==> src/rtl/sram_port_arbiter.sv <==
// Single-port RAM sequencer: round-robin CPU/DMA sharing plus a full-RAM clear engine.
// One access per four cycles; all RAM drive signals are registered.
module sram_port_arbiter #(
    parameter int                  DATA_WIDTH     = 8,
    parameter int                  ADDR_WIDTH     = 10,
    parameter bit                  CLEAR_ON_RESET = 1'b1,
    parameter logic [DATA_WIDTH-1:0] CLEAR_VALUE  = '0
) (
    input  logic                  clk,
    input  logic                  reset,
    input  logic                  cpu_req,
    input  logic                  cpu_we,
    input  logic [ADDR_WIDTH-1:0] cpu_addr,
    input  logic [DATA_WIDTH-1:0] cpu_wdata,
    output logic                  cpu_ack,
    output logic [DATA_WIDTH-1:0] cpu_rdata,
    input  logic                  dma_req,
    input  logic                  dma_we,
    input  logic [ADDR_WIDTH-1:0] dma_addr,
    input  logic [DATA_WIDTH-1:0] dma_wdata,
    output logic                  dma_ack,
    output logic [DATA_WIDTH-1:0] dma_rdata,
    input  logic                  clr_start,
    output logic                  clr_busy,
    output logic                  ram_cen,
    output logic                  ram_we,
    output logic [ADDR_WIDTH-1:0] ram_addr,
    output logic [DATA_WIDTH-1:0] ram_din,
    input  logic [DATA_WIDTH-1:0] ram_q
);

    typedef enum logic [2:0] {
        S_CLEAR,
        S_IDLE,
        S_ISSUE,
        S_READ,
        S_ACK
    } state_t;

    localparam state_t RST_STATE = CLEAR_ON_RESET ? S_CLEAR : S_IDLE;

    state_t                state, state_n;
    // Extra MSB marks the trailing cycle in which the last clear write lands.
    logic [ADDR_WIDTH:0]   cnt, cnt_n;
    logic                  last_dma, last_dma_n;
    logic                  pending, pending_n;
    logic                  busy_n;
    logic                  cen_n, we_n;
    logic [ADDR_WIDTH-1:0] addr_n;
    logic [DATA_WIDTH-1:0] din_n;
    logic                  cpu_ack_n, dma_ack_n;
    logic [DATA_WIDTH-1:0] cpu_rdata_n, dma_rdata_n;
    logic                  pick_dma;

    always_ff @(posedge clk) begin
        if (reset) begin
            state     <= RST_STATE;
            cnt       <= '0;
            last_dma  <= 1'b1;
            pending   <= 1'b0;
            clr_busy  <= CLEAR_ON_RESET;
            ram_cen   <= 1'b0;
            ram_we    <= 1'b0;
            ram_addr  <= '0;
            ram_din   <= '0;
            cpu_ack   <= 1'b0;
            dma_ack   <= 1'b0;
            cpu_rdata <= '0;
            dma_rdata <= '0;
        end else begin
            state     <= state_n;
            cnt       <= cnt_n;
            last_dma  <= last_dma_n;
            pending   <= pending_n;
            clr_busy  <= busy_n;
            ram_cen   <= cen_n;
            ram_we    <= we_n;
            ram_addr  <= addr_n;
            ram_din   <= din_n;
            cpu_ack   <= cpu_ack_n;
            dma_ack   <= dma_ack_n;
            cpu_rdata <= cpu_rdata_n;
            dma_rdata <= dma_rdata_n;
        end
    end

    always_comb begin
        state_n     = state;
        cnt_n       = cnt;
        last_dma_n  = last_dma;
        pending_n   = pending;
        busy_n      = clr_busy;
        cen_n       = ram_cen;
        we_n        = ram_we;
        addr_n      = ram_addr;
        din_n       = ram_din;
        cpu_ack_n   = cpu_ack;
        dma_ack_n   = dma_ack;
        cpu_rdata_n = cpu_rdata;
        dma_rdata_n = dma_rdata;
        pick_dma    = dma_req && (!cpu_req || !last_dma);

        unique case (state)
            S_CLEAR: begin
                if (cnt[ADDR_WIDTH]) begin
                    cen_n   = 1'b0;
                    we_n    = 1'b0;
                    cnt_n   = '0;
                    busy_n  = 1'b0;
                    state_n = S_IDLE;
                end else begin
                    cen_n  = 1'b1;
                    we_n   = 1'b1;
                    addr_n = cnt[ADDR_WIDTH-1:0];
                    din_n  = CLEAR_VALUE;
                    cnt_n  = cnt + 1'b1;
                end
            end
            S_IDLE: begin
                if (pending || clr_start) begin
                    pending_n = 1'b0;
                    busy_n    = 1'b1;
                    state_n   = S_CLEAR;
                end else if (cpu_req || dma_req) begin
                    last_dma_n = pick_dma;
                    cen_n      = 1'b1;
                    we_n       = pick_dma ? dma_we    : cpu_we;
                    addr_n     = pick_dma ? dma_addr  : cpu_addr;
                    din_n      = pick_dma ? dma_wdata : cpu_wdata;
                    state_n    = S_ISSUE;
                end
            end
            S_ISSUE: begin
                cen_n   = 1'b0;
                we_n    = 1'b0;
                state_n = S_READ;
            end
            S_READ: begin
                if (last_dma) begin
                    dma_rdata_n = ram_q;
                    dma_ack_n   = 1'b1;
                end else begin
                    cpu_rdata_n = ram_q;
                    cpu_ack_n   = 1'b1;
                end
                state_n = S_ACK;
            end
            S_ACK: begin
                cpu_ack_n = 1'b0;
                dma_ack_n = 1'b0;
                state_n   = S_IDLE;
            end
            default: state_n = S_IDLE;
        endcase

        // A clear requested mid-access waits for the next IDLE.
        if (clr_start && (state == S_ISSUE || state == S_READ ||
                          state == S_ACK)) begin
            pending_n = 1'b1;
            busy_n    = 1'b1;
        end
    end

endmodule
==> config.mk <==
export PLATFORM = sky130hd
export DESIGN_NAME = sram_port_arbiter
export DESIGN_NICKNAME = d
export VERILOG_FILES = /design/src/rtl/sram_port_arbiter.sv
export SDC_FILE = /design/constraint.sdc
export NUM_CORES = 1
export LEC_CHECK = 0
export ABC_AREA = 0
export CAP_MARGIN = 20
export CORE_UTILIZATION = 44
export DETAILED_ROUTE_END_ITERATION = 10
export PLACE_DENSITY = 0.79
export SYNTH_ARGS = -nofsm -noshare
export SYNTH_HDL_FRONTEND = slang
export SYNTH_SLANG_ARGS = --single-unit
==> constraint.sdc <==
create_clock -name clk -period 2 [get_ports clk]
set_input_delay 0.6 -clock clk [delete_from_list [all_inputs] [get_ports clk]]
set_output_delay 0.6 -clock clk [all_outputs]
set_load 0.01 [all_outputs]
# Word level (Yosys, flattened, before mapping)
# Index checks and enable logic that the tools add are counted.
# totals
output_inout_bits	39
inputBits	51
regBits	55
# classes
mux	33
add_sub_neg	1
bitwise_logic	2
n_reduce_logical	26
eq_ne	12
# ops
cell	count
$mux W10	4
$mux W8	4
$pmux W10 S2	1
$pmux W8 S2	1
$ne A2 B2 Y1 const B	7
$mux W1	13
$pmux W3 S4	1
$reduce_and A2 Y1	6
$add A11 B1 Y11 const B	1
$mux W11	1
$mux W3	3
$reduce_and A3 Y1	3
$reduce_bool A2 Y1	4
$eq A3 B2 Y1 const B	2
$pmux W1 S2	3
$pmux W1 S3	2
$logic_or A1 B1 Y1	5
$reduce_and A4 Y1	1
$eq A3 B1 Y1 const B	1
$eq A3 B3 Y1 const B	1
$logic_not A3 Y1	1
$ne A3 B3 Y1 const B	1
$reduce_bool A3 Y1	1
$logic_and A1 B1 Y1	2
other kinds (3)	5

# Logic depth before layout (Yosys ltp)
# Gate-level depths: netlist of the first run.
# depth
word_depth	7
ltp_mapped	7
mapped_depth_nobuf	5

# Worst setup path after synthesis of the first run
# No wires, ideal clock.
# synth_timing
kind	in2reg
from	input port clr_start
to	register ram_addr[0]
path_stages	6
t_arrival_ns	1.626
path_buffers	2
slack_ns	0.257
required_time_ns	1.883
setup_ns	0.117
path_cell_list	nor2_1 -> a32oi_2 -> nor2b_1 -> buf_6 -> buf_6 -> a22o_1
# synth_between
elab_chain_cells	3
# synth_lines
item	line_no	text
start, declared	23	input logic clr_start,
$logic_or A1 B1 Y1	120	if (pending || clr_start) begin
$ne A2 B2 Y1 (no source line)	--	
$reduce_and A4 Y1 (no source line)	--	
end signal, assigned	78	ram_addr <= addr_n;
end, declared	27	output logic [ADDR_WIDTH-1:0] ram_addr,
# No other way between the ends.
# A chain may end at the register's enable or synchronous reset.

# Final worst setup path of the first run
# layout_timing
from	input port dma_req
to	register ram_addr[6]
# layout_between
elab_chain_cells	5
# layout_lines
item	line_no	text
start, declared	17	input logic dma_req,
$logic_and A1 B1 Y1	101	pick_dma = dma_req && (!cpu_req || !last_dma);
$mux W10	128	addr_n = pick_dma ? dma_addr : cpu_addr;
$mux W10	124	end else if (cpu_req || dma_req) begin
$mux W10	120	
$pmux W10 S2	103	unique case (state)
# Parallel ways exist; a longest one is shown, timed or not. The select of a mux whose other input is x is not followed.

==> results of run 1 <==
## area by class of cell
class,instances,area (sq um),area share [%]
timing repair buffer,111,1070,29.3
inverter,2,7.51,0.206
tap,70,87.6,2.40
sequential,55,1100,30.2
clock buffer,8,100,2.75
multi-input combinational,220,1280,35.1
## power breakdown
part | switching, mW | total, mW | internal, mW
combinational | 0.0800 | 0.221 | 0.141
clock | 0.338 | 0.654 | 0.317
sequential | 0.0135 | 1.12 | 1.11
total | 0.431 | 1.99 | 1.56
## cell families (layout without fill, tap and decap cells)
group | count (synthesis) | after routing | synth area share (%)
xor+xnor | 7 | 7 | 2.47
simple gates | 124 | 124 | 23.5
fa+ha+maj | 1 | 1 | 0.503
flops | 55 | 55 | 44.3
mux | 8 | 8 | 3.22
compound gates | 80 | 80 | 21.7
buf+inv | 21 | 121 | 4.28
## cells in the final DEF (no fill, tap or decap), types with 2 or more instances in the layout
cell type	netlist	routed
nor3_1	5	5
xnor2_1	3	3
o2bb2ai_1	8	8
clkdlybuf4s50_1	0	89
nor2b_1	5	5
nand3_1	5	5
buf_4	0	21
a21o_1	2	2
nor2_1	28	28
inv_1	2	2
xor2_1	4	4
a22o_1	10	10
nand2b_1	2	2
or2_2	2	2
a31oi_1	15	15
nand2_1	60	60
a21oi_1	28	28
nand4b_1	2	2
dfxtp_1	55	55
o21ai_0	4	4
mux2i_1	8	8
o211ai_1	2	2
clkbuf_8	0	7
nand4_1	4	4
or4_1	2	2
or3_1	2	2
o21a_1	2	2
## routing by layer
metal	vias up	routed length [um]
met5	-	0
met4	0	122
met3	13	446
met2	90	2910
met1	1134	3100
li1	1238	-
## worst min-delay path: cells and delay by family (launching register included)
| family | cells | cell delay [ns] |
|---|---|---|
| DFF | 1 | 0.32 |
| AOI/OAI and AO/OA | 1 | 0.05 |
| and+or+nand+nor | 1 | 0.05 |
## flip-flops by register name, indices dropped and copies added (netlist names)
name and count:
clr_busy 1, cnt 11, cpu_ack 1, cpu_rdata 8, dma_ack 1, dma_rdata 8, last_dma 1, pending 1
ram_addr 10, ram_cen 1, ram_din 8, ram_we 1, state 3
## final timing paths
kind / startpoint / end / slack [ns] / cells past startpoint
setup / recovery: dma_req / ram_addr[6]$_SDFFE_PP0P_ / 0.16 / 7
hold / removal: dma_rdata[1]$_SDFFE_PP0P_ / dma_rdata[1]$_SDFFE_PP0P_ / 0.46 / 2
setup reg to reg: state[1]$_SDFFE_PP0P_ / cnt[9]$_SDFFE_PP0N_ / 0.27 / 4
hold reg to reg: dma_rdata[1]$_SDFFE_PP0P_ / dma_rdata[1]$_SDFFE_PP0P_ / 0.46 / 2
==> summary.md, run 1 <==
| Metric | Value |
|---|---|
| Syn_area_per_cell | `8.39 sq um` |
| Outcome | `finished, final reports clean` |
| Largest net degree at the start of global routing | `24` |
| GR Layer Usage met2 | `36.5%` |
| Sequential share of the synthesized area | `44.3%` |
| Detailed-route vias per instance | `5.31` |
| Antenna violations before repair | `0` |
| Synth cell types | `45` |
| Placed insts | `458` |
| Number of DRC markers in iteration 0 | `147` |
| Finish-stage setup viols | `0` |
| Pwr/cell area | `547 nW/um^2` |
| Core Area | `5270 sq um` |
| Most frequent cell after synthesis | `nand2_1` |
| Met3 usage | `5.95%` |
| GRT busiest layer | `met2` |
| Number of synthesized flops with an enable pin | `0` |
| Post-Layout Cell Count | `466` |
| CTS Buf Count | `5` |
| Syn Nets | `348` |
| CP Class | `input port to flip-flop` |
| Clk_lat worst skew | `0.30 ns` |
| Tightest Pin Transition | `0.568 ns` |
| Clk buf depth | `2` |
| Port bufs | `89` |
| Share of layout cells above drive strength 1 | `9.60%` |
| Met1 Usage GRT | `30.9%` |
| Fin. max-slew vios | `0` |
| Main flop type after synthesis | `dfxtp_1` |
| Die ar. | `5950 sq um` |
| Setup TNS Final | `0 ns` |
| CP top delay family | `buffers and inverters` |
| Final #Nets | `447` |
| Crit-path max FO | `11` |
| Routed Antenna Nets | `0` |
| Fin area | `3640 sq um` |
| Worst hold path class | `flip-flop to flip-flop` |
| Max-cap violation count | `0` |
| Worst setup EP type | `flip-flop` |
| Clock sink total | `55` |
| Worst endpoint required time | `2.25 ns` |
| Clock tree root driver cell | `clkbuf_8` |
| Crit path cell chain | `clkdlybuf4s50_1 > buf_4 > a21boi_0 > buf_4 > nand2_1 > a31oi_1 > a22o_1` |
| Final WL | `6.58 mm` |
| Routed via count | `2475` |
| DRC Markers | `0` |
| Max incr delay on CP | `0.47 ns` |
| Worst setup SP type | `input port` |
| Synth Warn # | `0` |
| Post-CTS setup buffers | `0` |
| CTS HTree Levels | `2` |
| DR WL/cell | `14.1 um` |
| Leak Pwr | `1.35 nW` |
| Final Hold Vio Count | `0` |
| Synth top area share | `44.3%` |
| Die Wd | `77.2 um` |
| # hold bufs at CTS | `0` |
| Grt ovf | `0` |
| Filler cells | `430` |
| Clk_skew | `0.00480 ns` |
| #FFs+latches synth | `55` |
| RSZ-0062 raised after global routing | `false` |
| CP bufs+invs | `3` |
| Area added between synthesis and finish | `46.6%` |
| Final worst slack | `0.158 ns` |
| Routability Congestion | `0.816` |
| Place WS | `-0.172 ns` |
| Top-level I/O count | `90` |
| Detailed Routing Iterations Pass 1 | `4` |
| Vias in the first global route | `2438` |
| Biggest area consumer among synthesized cells | `dfxtp_1` |
| Overall Global Routing Usage | `23.4%` |
| Detailed Place HPWL | `4.82 mm` |
| First-pass GRT wire length | `11.3 mm` |
| Asr flop ratio synth | `0%` |
| Final core utilization | `69.1%` |
| Initial core utilization | `47.2%` |
| Total chip power | `1.99 mW` |
| F_max | `543 MHz` |
| Num rows | `26` |
| Worst vdd ir | `0.381 mV` |
| Area after DPL | `3540 sq um` |
| Ranking of synthesized cells by area | `dfxtp_1, nand2_1, a21oi_1, nor2_1, a31oi_1` |
| Diodes inserted | `0` |
| Cell Area, Synth | `2480 sq um` |
| TritonCTS clock tree | `built` |
| CTS resizes | `0` |
| Slowest stage cell on the critical path | `clkdlybuf4s50_1` |
| Commonest cells in the synthesized netlist | `nand2_1, dfxtp_1, a21oi_1, nor2_1, a31oi_1` |
| Mapped Cells | `296` |
| Worst Path Arrival | `2.09 ns` |
| Clock slew at reported path FFs | `0.09 ns` |
| Crit share post-route | `92.1%` |
| Min Tclk post-route | `1.84 ns` |
| Crit path top cell by count | `buf_4` |
| Hold slack | `0.462 ns` |
| Die H | `77.2 um` |
| Worst slew margin | `62.1%` |
(Power assumes the default switching activity.)
==> run 2, diff against run 1 <==
--- a/config.mk
+++ b/config.mk
@@ -8,6 +8,7 @@
 export ABC_AREA = 0
 export CAP_MARGIN = 20
 export CORE_UTILIZATION = 44
+export CTS_BUF_LIST = sky130_fd_sc_hd__clkbuf_16
 export DETAILED_ROUTE_END_ITERATION = 10
 export PLACE_DENSITY = 0.79
 export SYNTH_ARGS = -nofsm -noshare
==> run 2 against run 1 <==
  * Clock-buffer cell count decreased by 3
  * Design area grew 1.0%
  * Sequential power about the same
  * Routed wire length is 0.32% higher
  * Via count fell by 1.1%
  * Sequential share of layout area decreased by 0.30 points
  * Worst hold slack worse by 0.0019 ns
  * Maximum frequency is 1.6% lower
  * Cell count unchanged
==> summary.md, run 2 (same netlist as run 1, synthesis figures left out) <==
| Metric | Value |
|---|---|
| First-pass GRT wire length | `11.3 mm (about the same)` |
| Detailed Routing Iterations Pass 1 | `4 (unchanged)` |
| # hold bufs at CTS | `0 (unchanged)` |
| Placed insts | `458 (unchanged)` |
| Final Hold Vio Count | `0 (unchanged)` |
| Finish-stage setup viols | `0 (unchanged)` |
| Worst vdd ir | `0.320 mV (was 0.381 mV)` |
| R2r setup slk | `0.27 ns (about the same)` |
| Largest Register | `cnt (unchanged)` |
| Clk_skew | `0.00430 ns (was 0.00480 ns)` |
| Hold_sp | `dma_rdata[1]$_SDFFE_PP0P_ (unchanged)` |
| Core Area | `5270 sq um (unchanged)` |
| Number of DRC markers in iteration 0 | `170 (was 147)` |
| CTS resizes | `0 (unchanged)` |
| Max FFs per register | `11 (unchanged)` |
| Top Registers | `cnt x11, ram_addr x10 (unchanged)` |
| Worst Path Arrival | `2.10 ns (was 2.09 ns)` |
| Overall Global Routing Usage | `23.6% (was 23.4%)` |
| Die ar. | `5950 sq um (unchanged)` |
| Metal2 WL | `3.03 mm (was 2.91 mm)` |
| Post-Layout Cell Count | `466 (unchanged)` |
| CTS Buf Count | `5 (unchanged)` |
| Critical R2R Capture | `cpu_rdata[1]$_SDFFE_PP0P_ (was cnt[9]$_SDFFE_PP0N_)` |
| Vias in the first global route | `2441 (was 2438)` |
| Worst hold path class | `flip-flop to flip-flop (unchanged)` |
| Worst setup EP type | `flip-flop (unchanged)` |
| Largest net degree at the start of global routing | `24 (unchanged)` |
| Routed via count | `2447 (was 2475)` |
| TritonCTS clock tree | `built (unchanged)` |
| Final worst slack | `0.127 ns (was 0.158 ns)` |
| Crit-path max FO | `11 (unchanged)` |
| Detailed-route vias per instance | `5.25 (was 5.31)` |
| CP Class | `input port to flip-flop (unchanged)` |
| Clk_lat worst skew | `0.29 ns (was 0.30 ns)` |
| RSZ-0062 raised after global routing | `false (unchanged)` |
| F_max | `534 MHz (was 543 MHz)` |
| Most common cell after layout, fill and taps aside | `clkdlybuf4s50_1 (unchanged)` |
| Area after DPL | `3540 sq um (unchanged)` |
| Share of layout cells above drive strength 1 | `9.09% (was 9.60%)` |
| Worst Hold End | `dma_rdata[1]$_SDFFE_PP0P_ (unchanged)` |
| Clk buf depth | `2 (unchanged)` |
| Slowest stage cell on the critical path | `clkdlybuf4s50_1 (unchanged)` |
| Worst r2r src | `state[1]$_SDFFE_PP0P_ (unchanged)` |
| Area added between synthesis and finish | `48.0% (was 46.6%)` |
| Num rows | `26 (unchanged)` |
| Leak Pwr | `1.37 nW (was 1.35 nW)` |
| Uppermost layer routed | `met4 (unchanged)` |
| Routed Antenna Nets | `0 (unchanged)` |
| Post-CTS setup buffers | `0 (unchanged)` |
| Die Wd | `77.2 um (unchanged)` |
| Routability Congestion | `0.816 (unchanged)` |
| M1 WL | `3.10 mm (about the same)` |
| Hold Path Stages | `2 (unchanged)` |
| Max incr delay on CP | `0.47 ns (about the same)` |
| CP top delay family | `buffers and inverters (unchanged)` |
| CP bufs+invs | `3 (unchanged)` |
| Clock tree root driver cell | `clkbuf_16 (was clkbuf_8)` |
| Max-cap violation count | `0 (unchanged)` |
| Final #Nets | `447 (unchanged)` |
| Diodes inserted | `0 (unchanged)` |
| Port bufs | `89 (unchanged)` |
| Grt ovf | `0 (unchanged)` |
| Tightest Pin Transition | `0.555 ns (was 0.568 ns)` |
| Crit share post-route | `93.6% (was 92.1%)` |
| CTS HTree Levels | `2 (unchanged)` |
| Crit path top cell by count | `buf_4 (unchanged)` |
| Reg2Reg Depth | `4 (unchanged)` |
| Initial core utilization | `47.2% (unchanged)` |
| DR WL/cell | `14.2 um (was 14.1 um)` |
| DRC Markers | `0 (unchanged)` |
| Final WL | `6.60 mm (was 6.58 mm)` |
| Outcome | `finished, final reports clean (unchanged)` |
| Place WS | `-0.172 ns (unchanged)` |
| Top-level I/O count | `90 (unchanged)` |
| Clock slew at reported path FFs | `0.06 ns (was 0.09 ns)` |
| Worst setup SP type | `input port (unchanged)` |
| Worst slew margin | `62.9% (was 62.1%)` |
| Hold slack | `0.460 ns (was 0.462 ns)` |
| Worst endpoint required time | `2.23 ns (was 2.25 ns)` |
| Crit path cell chain | `clkdlybuf4s50_1 > buf_4 > a21boi_0 > buf_4 > nand2_1 > a31oi_1 > a22o_1 (unchanged)` |
| Pwr/cell area | `586 nW/um^2 (was 547 nW/um^2)` |
| Commonest non-fill, non-tap cells in the layout | `clkdlybuf4s50_1, nand2_1, dfxtp_1 (unchanged)` |
| Detailed Place HPWL | `4.82 mm (unchanged)` |
| Die H | `77.2 um (unchanged)` |
| Antenna violations before repair | `0 (unchanged)` |
| Fin. max-slew vios | `0 (unchanged)` |
| Min Tclk post-route | `1.87 ns (was 1.84 ns)` |
| Wire length on met3 | `421 um (was 446 um)` |
| Clock sink total | `55 (unchanged)` |
| Fin area | `3680 sq um (was 3640 sq um)` |
run 2: changes by cell type in the layout (fill, tap and decap cells not counted):
cell       before  now
clkbuf_16       0    5
clkinv_1        0    2
inv_1           2    3
clkbuf_8        7    0
clkbuf_1        1    0
run 2: worst max path at each step:
stage / startpoint / end / slack, ns / depth (start not counted)
6_report: dma_req / ram_addr[6]$_SDFFE_PP0P_ / 0.13 / 7
3_3_place_gp: cpu_req / ram_addr[7]$_SDFFE_PP0P_ / -0.14 / 6
5_1_grt: cpu_req / ram_addr[6]$_SDFFE_PP0P_ / 0.04 / 6
4_1_cts: cpu_req / ram_addr[1]$_SDFFE_PP0P_ / 0.12 / 6
2_1_floorplan: clr_start / ram_addr[0]$_SDFFE_PP0P_ / 0.26 / 6
3_5_place_dp: cpu_req / ram_addr[6]$_SDFFE_PP0P_ / -0.17 / 6
run 2: power breakdown:
part           internal (mW)  switching [mW]  total, mW
sequential              1.11          0.0135       1.12
clock                  0.451           0.364      0.815
combinational          0.141          0.0801      0.221
run 2: stage by stage:
stage	util [%]	setup TNS [ns]	total power [mW]
after floorplan	-	0	1.21
after global placement	67.2	-2.44	1.36
after detailed placement	67.2	-2.82	1.36
after CTS	69.8	0	2.17
after global routing	69.8	0	2.25
final	69.8	0	2.16
run 2: layout make-up:
cell class,count,area [sq um]
well taps,70,87.6
clock buffers,5,125
repair buffers,111,1070
fillers,431,1590
multi-input cells,220,1280
clock inverters,3,11.3
inverters,2,7.51
flip-flops and latches,55,1100
run 2: per-layer routing:
layer	track usage (%)	vias up
met5	0	-
met4	6.42	0
met3	5.83	5
met2	38.4	81
met1	30.9	1118
li1	-	1243
run 2: tightest hold or removal path, cell delays in order, from the launching register on:
cell	delay (ns)
dfxtp_1	0.31
nand2_1	0.05
a21oi_1	0.05
==> run 3, diff against run 2 <==
--- a/config.mk
+++ b/config.mk
@@ -7,10 +7,13 @@
 export LEC_CHECK = 0
 export ABC_AREA = 0
 export CAP_MARGIN = 20
-export CORE_UTILIZATION = 44
+export CELL_PAD_IN_SITES_DETAIL_PLACEMENT = 1
+export CELL_PAD_IN_SITES_GLOBAL_PLACEMENT = 1
+export CORE_UTILIZATION = 32
 export CTS_BUF_LIST = sky130_fd_sc_hd__clkbuf_16
 export DETAILED_ROUTE_END_ITERATION = 10
-export PLACE_DENSITY = 0.79
+export MAX_ROUTING_LAYER = met4
+export PLACE_DENSITY_LB_ADDON = 0.1
 export SYNTH_ARGS = -nofsm -noshare
 export SYNTH_HDL_FRONTEND = slang
 export SYNTH_SLANG_ARGS = --single-unit
==> run 3 against run 2 <==
  * Clock power is 4.2% higher
  * Utilization is 19 points lower
  * Critical path depth is 1 lower
  * Worst setup slack worse by 0.018 ns
  * Maximum frequency is 0.97% lower
  * Register-to-register slack worse by 0.03 ns
  * Cell count is 6.4% higher
==> summary.md, run 3 (same netlist as run 1, synthesis figures left out) <==
| Metric | Value |
|---|---|
| Initial core utilization | `33.7% (was 47.2%)` |
| Post-CTS setup buffers | `0 (unchanged)` |
| Num rows | `31 (was 26)` |
| Final worst slack | `0.109 ns (was 0.127 ns)` |
| Top Registers | `cnt x11, ram_addr x10 (unchanged)` |
| Commonest non-fill, non-tap cells in the layout | `clkdlybuf4s50_1, nand2_1, dfxtp_1 (unchanged)` |
| Die H | `90.1 um (was 77.2 um)` |
| Crit share post-route | `94.5% (was 93.6%)` |
| Combinational share of power | `10.2% (was 10.3%)` |
| Worst setup EP type | `flip-flop (unchanged)` |
| Area added between synthesis and finish | `50.0% (was 48.0%)` |
| Filler cells | `880 (was 431)` |
| Final core utilization | `50.6% (was 69.8%)` |
| Fin area | `3730 sq um (was 3680 sq um)` |
| Outcome | `finished, final reports clean (unchanged)` |
| Largest Register | `cnt (unchanged)` |
| CTS Buf Count | `5 (unchanged)` |
| Area after DPL | `3590 sq um (was 3540 sq um)` |
| Final WL | `7.72 mm (was 6.60 mm)` |
| F_max | `529 MHz (was 534 MHz)` |
| Routed via count | `2503 (was 2447)` |
| Final #Nets | `448 (was 447)` |
| Port bufs | `89 (unchanged)` |
| Core Area | `7370 sq um (was 5270 sq um)` |
| Detailed Routing Iterations Pass 1 | `4 (unchanged)` |
| Clock power share | `38.7% (was 37.8%)` |
| Clk_skew | `0.00701 ns (was 0.00430 ns)` |
| Int Pwr | `1.70 mW (about the same)` |
| Place WS | `-0.199 ns (was -0.172 ns)` |
| Share of layout cells above drive strength 1 | `9.82% (was 9.09%)` |
| Register area | `1100 sq um (unchanged)` |
| Clk buf depth | `2 (unchanged)` |
| Uppermost layer routed | `met4 (unchanged)` |
| Worst setup SP type | `input port (unchanged)` |
| Total chip power | `2.19 mW (was 2.16 mW)` |
| Vias in the first global route | `2484 (was 2441)` |
| Clock tree root driver cell | `clkbuf_16 (unchanged)` |
| CTS resizes | `0 (unchanged)` |
| Hold Path Stages | `2 (unchanged)` |
| Largest net degree at the start of global routing | `19 (was 24)` |
| Detailed-route vias per instance | `5.05 (was 5.25)` |
| DR WL/cell | `15.6 um (was 14.2 um)` |
| CP Class | `input port to flip-flop (unchanged)` |
| CTS HTree Levels | `2 (unchanged)` |
| Min Tclk post-route | `1.89 ns (was 1.87 ns)` |
| Worst endpoint required time | `2.23 ns (about the same)` |
| NetSw | `0.488 mW (was 0.458 mW)` |
| Detailed Place HPWL | `5.88 mm (was 4.82 mm)` |
| Clock sink total | `55 (unchanged)` |
| Overall Global Routing Usage | `20.1% (was 23.6%)` |
| Routability Congestion | `0.812 (was 0.816)` |
| Leak Pwr | `1.38 nW (was 1.37 nW)` |
| TritonCTS clock tree | `built (unchanged)` |
| Max-cap violation count | `0 (unchanged)` |
| Worst vdd ir | `0.358 mV (was 0.320 mV)` |
| Clk_lat worst skew | `0.29 ns (about the same)` |
| # hold bufs at CTS | `0 (unchanged)` |
| M1 WL | `3.84 mm (was 3.10 mm)` |
| Antenna violations before repair | `0 (unchanged)` |
| Worst hold path class | `flip-flop to flip-flop (unchanged)` |
| Number of DRC markers in iteration 0 | `40 (was 170)` |
| Finish-stage setup viols | `0 (unchanged)` |
| Multi-input logic area | `1280 sq um (unchanged)` |
| Worst slew margin | `64.0% (was 62.9%)` |
| Wire length on met3 | `383 um (was 421 um)` |
| First-pass GRT wire length | `12.8 mm (was 11.3 mm)` |
| Reg2Reg Depth | `5 (was 4)` |
| Most common cell after layout, fill and taps aside | `clkdlybuf4s50_1 (unchanged)` |
| Die ar. | `8120 sq um (was 5950 sq um)` |
| Sw Ratio | `22.3% (was 21.2%)` |
| Die Wd | `90.1 um (was 77.2 um)` |
| Metal2 WL | `3.44 mm (was 3.03 mm)` |
| Grt ovf | `0 (unchanged)` |
| Max FFs per register | `11 (unchanged)` |
| Final Hold Vio Count | `0 (unchanged)` |
| Pwr/cell area | `588 nW/um^2 (was 586 nW/um^2)` |
| Worst Path Arrival | `2.12 ns (was 2.10 ns)` |
| DRC Markers | `0 (unchanged)` |
| Routed Antenna Nets | `0 (unchanged)` |
| RSZ-0062 raised after global routing | `false (unchanged)` |
| Crit-path max FO | `18 (was 11)` |
| Hold slack | `0.459 ns (was 0.460 ns)` |
| Fin. max-slew vios | `0 (unchanged)` |
| Clock slew at reported path FFs | `0.07 ns (was 0.06 ns)` |
| Top-level I/O count | `90 (unchanged)` |
| Diodes inserted | `0 (unchanged)` |
| Sequential power share | `51.1% (was 51.9%)` |
| Tightest Pin Transition | `0.538 ns (was 0.555 ns)` |
## run 3: cell types whose count changed in the layout (fill, tap and decap cells not counted), sizes merged
cell      before  now
buf           22   23
clkinvlp       0    1
clkinv         2    1
## run 3: worst paths after layout
check                                   end                       from  slack, ns
setup / recovery   ram_addr[4]$_SDFFE_PP0P_                    cpu_req       0.11
hold / removal    cpu_rdata[0]$_SDFFE_PP0P_  cpu_rdata[0]$_SDFFE_PP0P_       0.46
setup reg to reg      last_dma$_SDFFE_PP1P_      state[0]$_SDFFE_PP0P_       0.24
hold reg to reg   cpu_rdata[0]$_SDFFE_PP0P_  cpu_rdata[0]$_SDFFE_PP0P_       0.46
## run 3: layout make-up
class | instances | area share (%)
clock inverter | 3 | 0.436
clock buffer | 5 | 3.36
tap | 99 | 3.32
multi-input combinational | 220 | 34.3
inverter | 2 | 0.201
timing repair buffer | 112 | 28.9
sequential | 55 | 29.5
## run 3: power groups by stage
| stage | combinational (mW) | sequential [mW] | clock, mW |
|---|---|---|---|
| after floorplan | 0.0706 | 1.14 | 0 |
| after global placement | 0.223 | 1.14 | 0 |
| after detailed placement | 0.224 | 1.14 | 0 |
| after CTS | 0.227 | 1.12 | 0.870 |
| after global routing | 0.243 | 1.12 | 0.909 |
| final | 0.224 | 1.12 | 0.849 |
## run 3: through the flow
step	setup TNS [ns]	std cells
2_1_floorplan	0	296
3_3_place_gp	-2.32	488
3_5_place_dp	-3.37	488
4_1_cts	0	496
5_1_grt	0	496
6_report	0	496
## run 3: critical path, cell delays in order
cell and delay, ns:
clkdlybuf4s50_1 0.42, or2_2 0.33, a32oi_2 0.20, nor2b_1 0.15, buf_4 0.24, a22o_1 0.18
## run 3: routing by layer
layer  GRT usage (%)  vias to the layer above
li1                -                     1239
met1            27.5                     1192
met2            31.0                       68
met3            3.47                        4
met4            4.84                        0
met5               -                        -
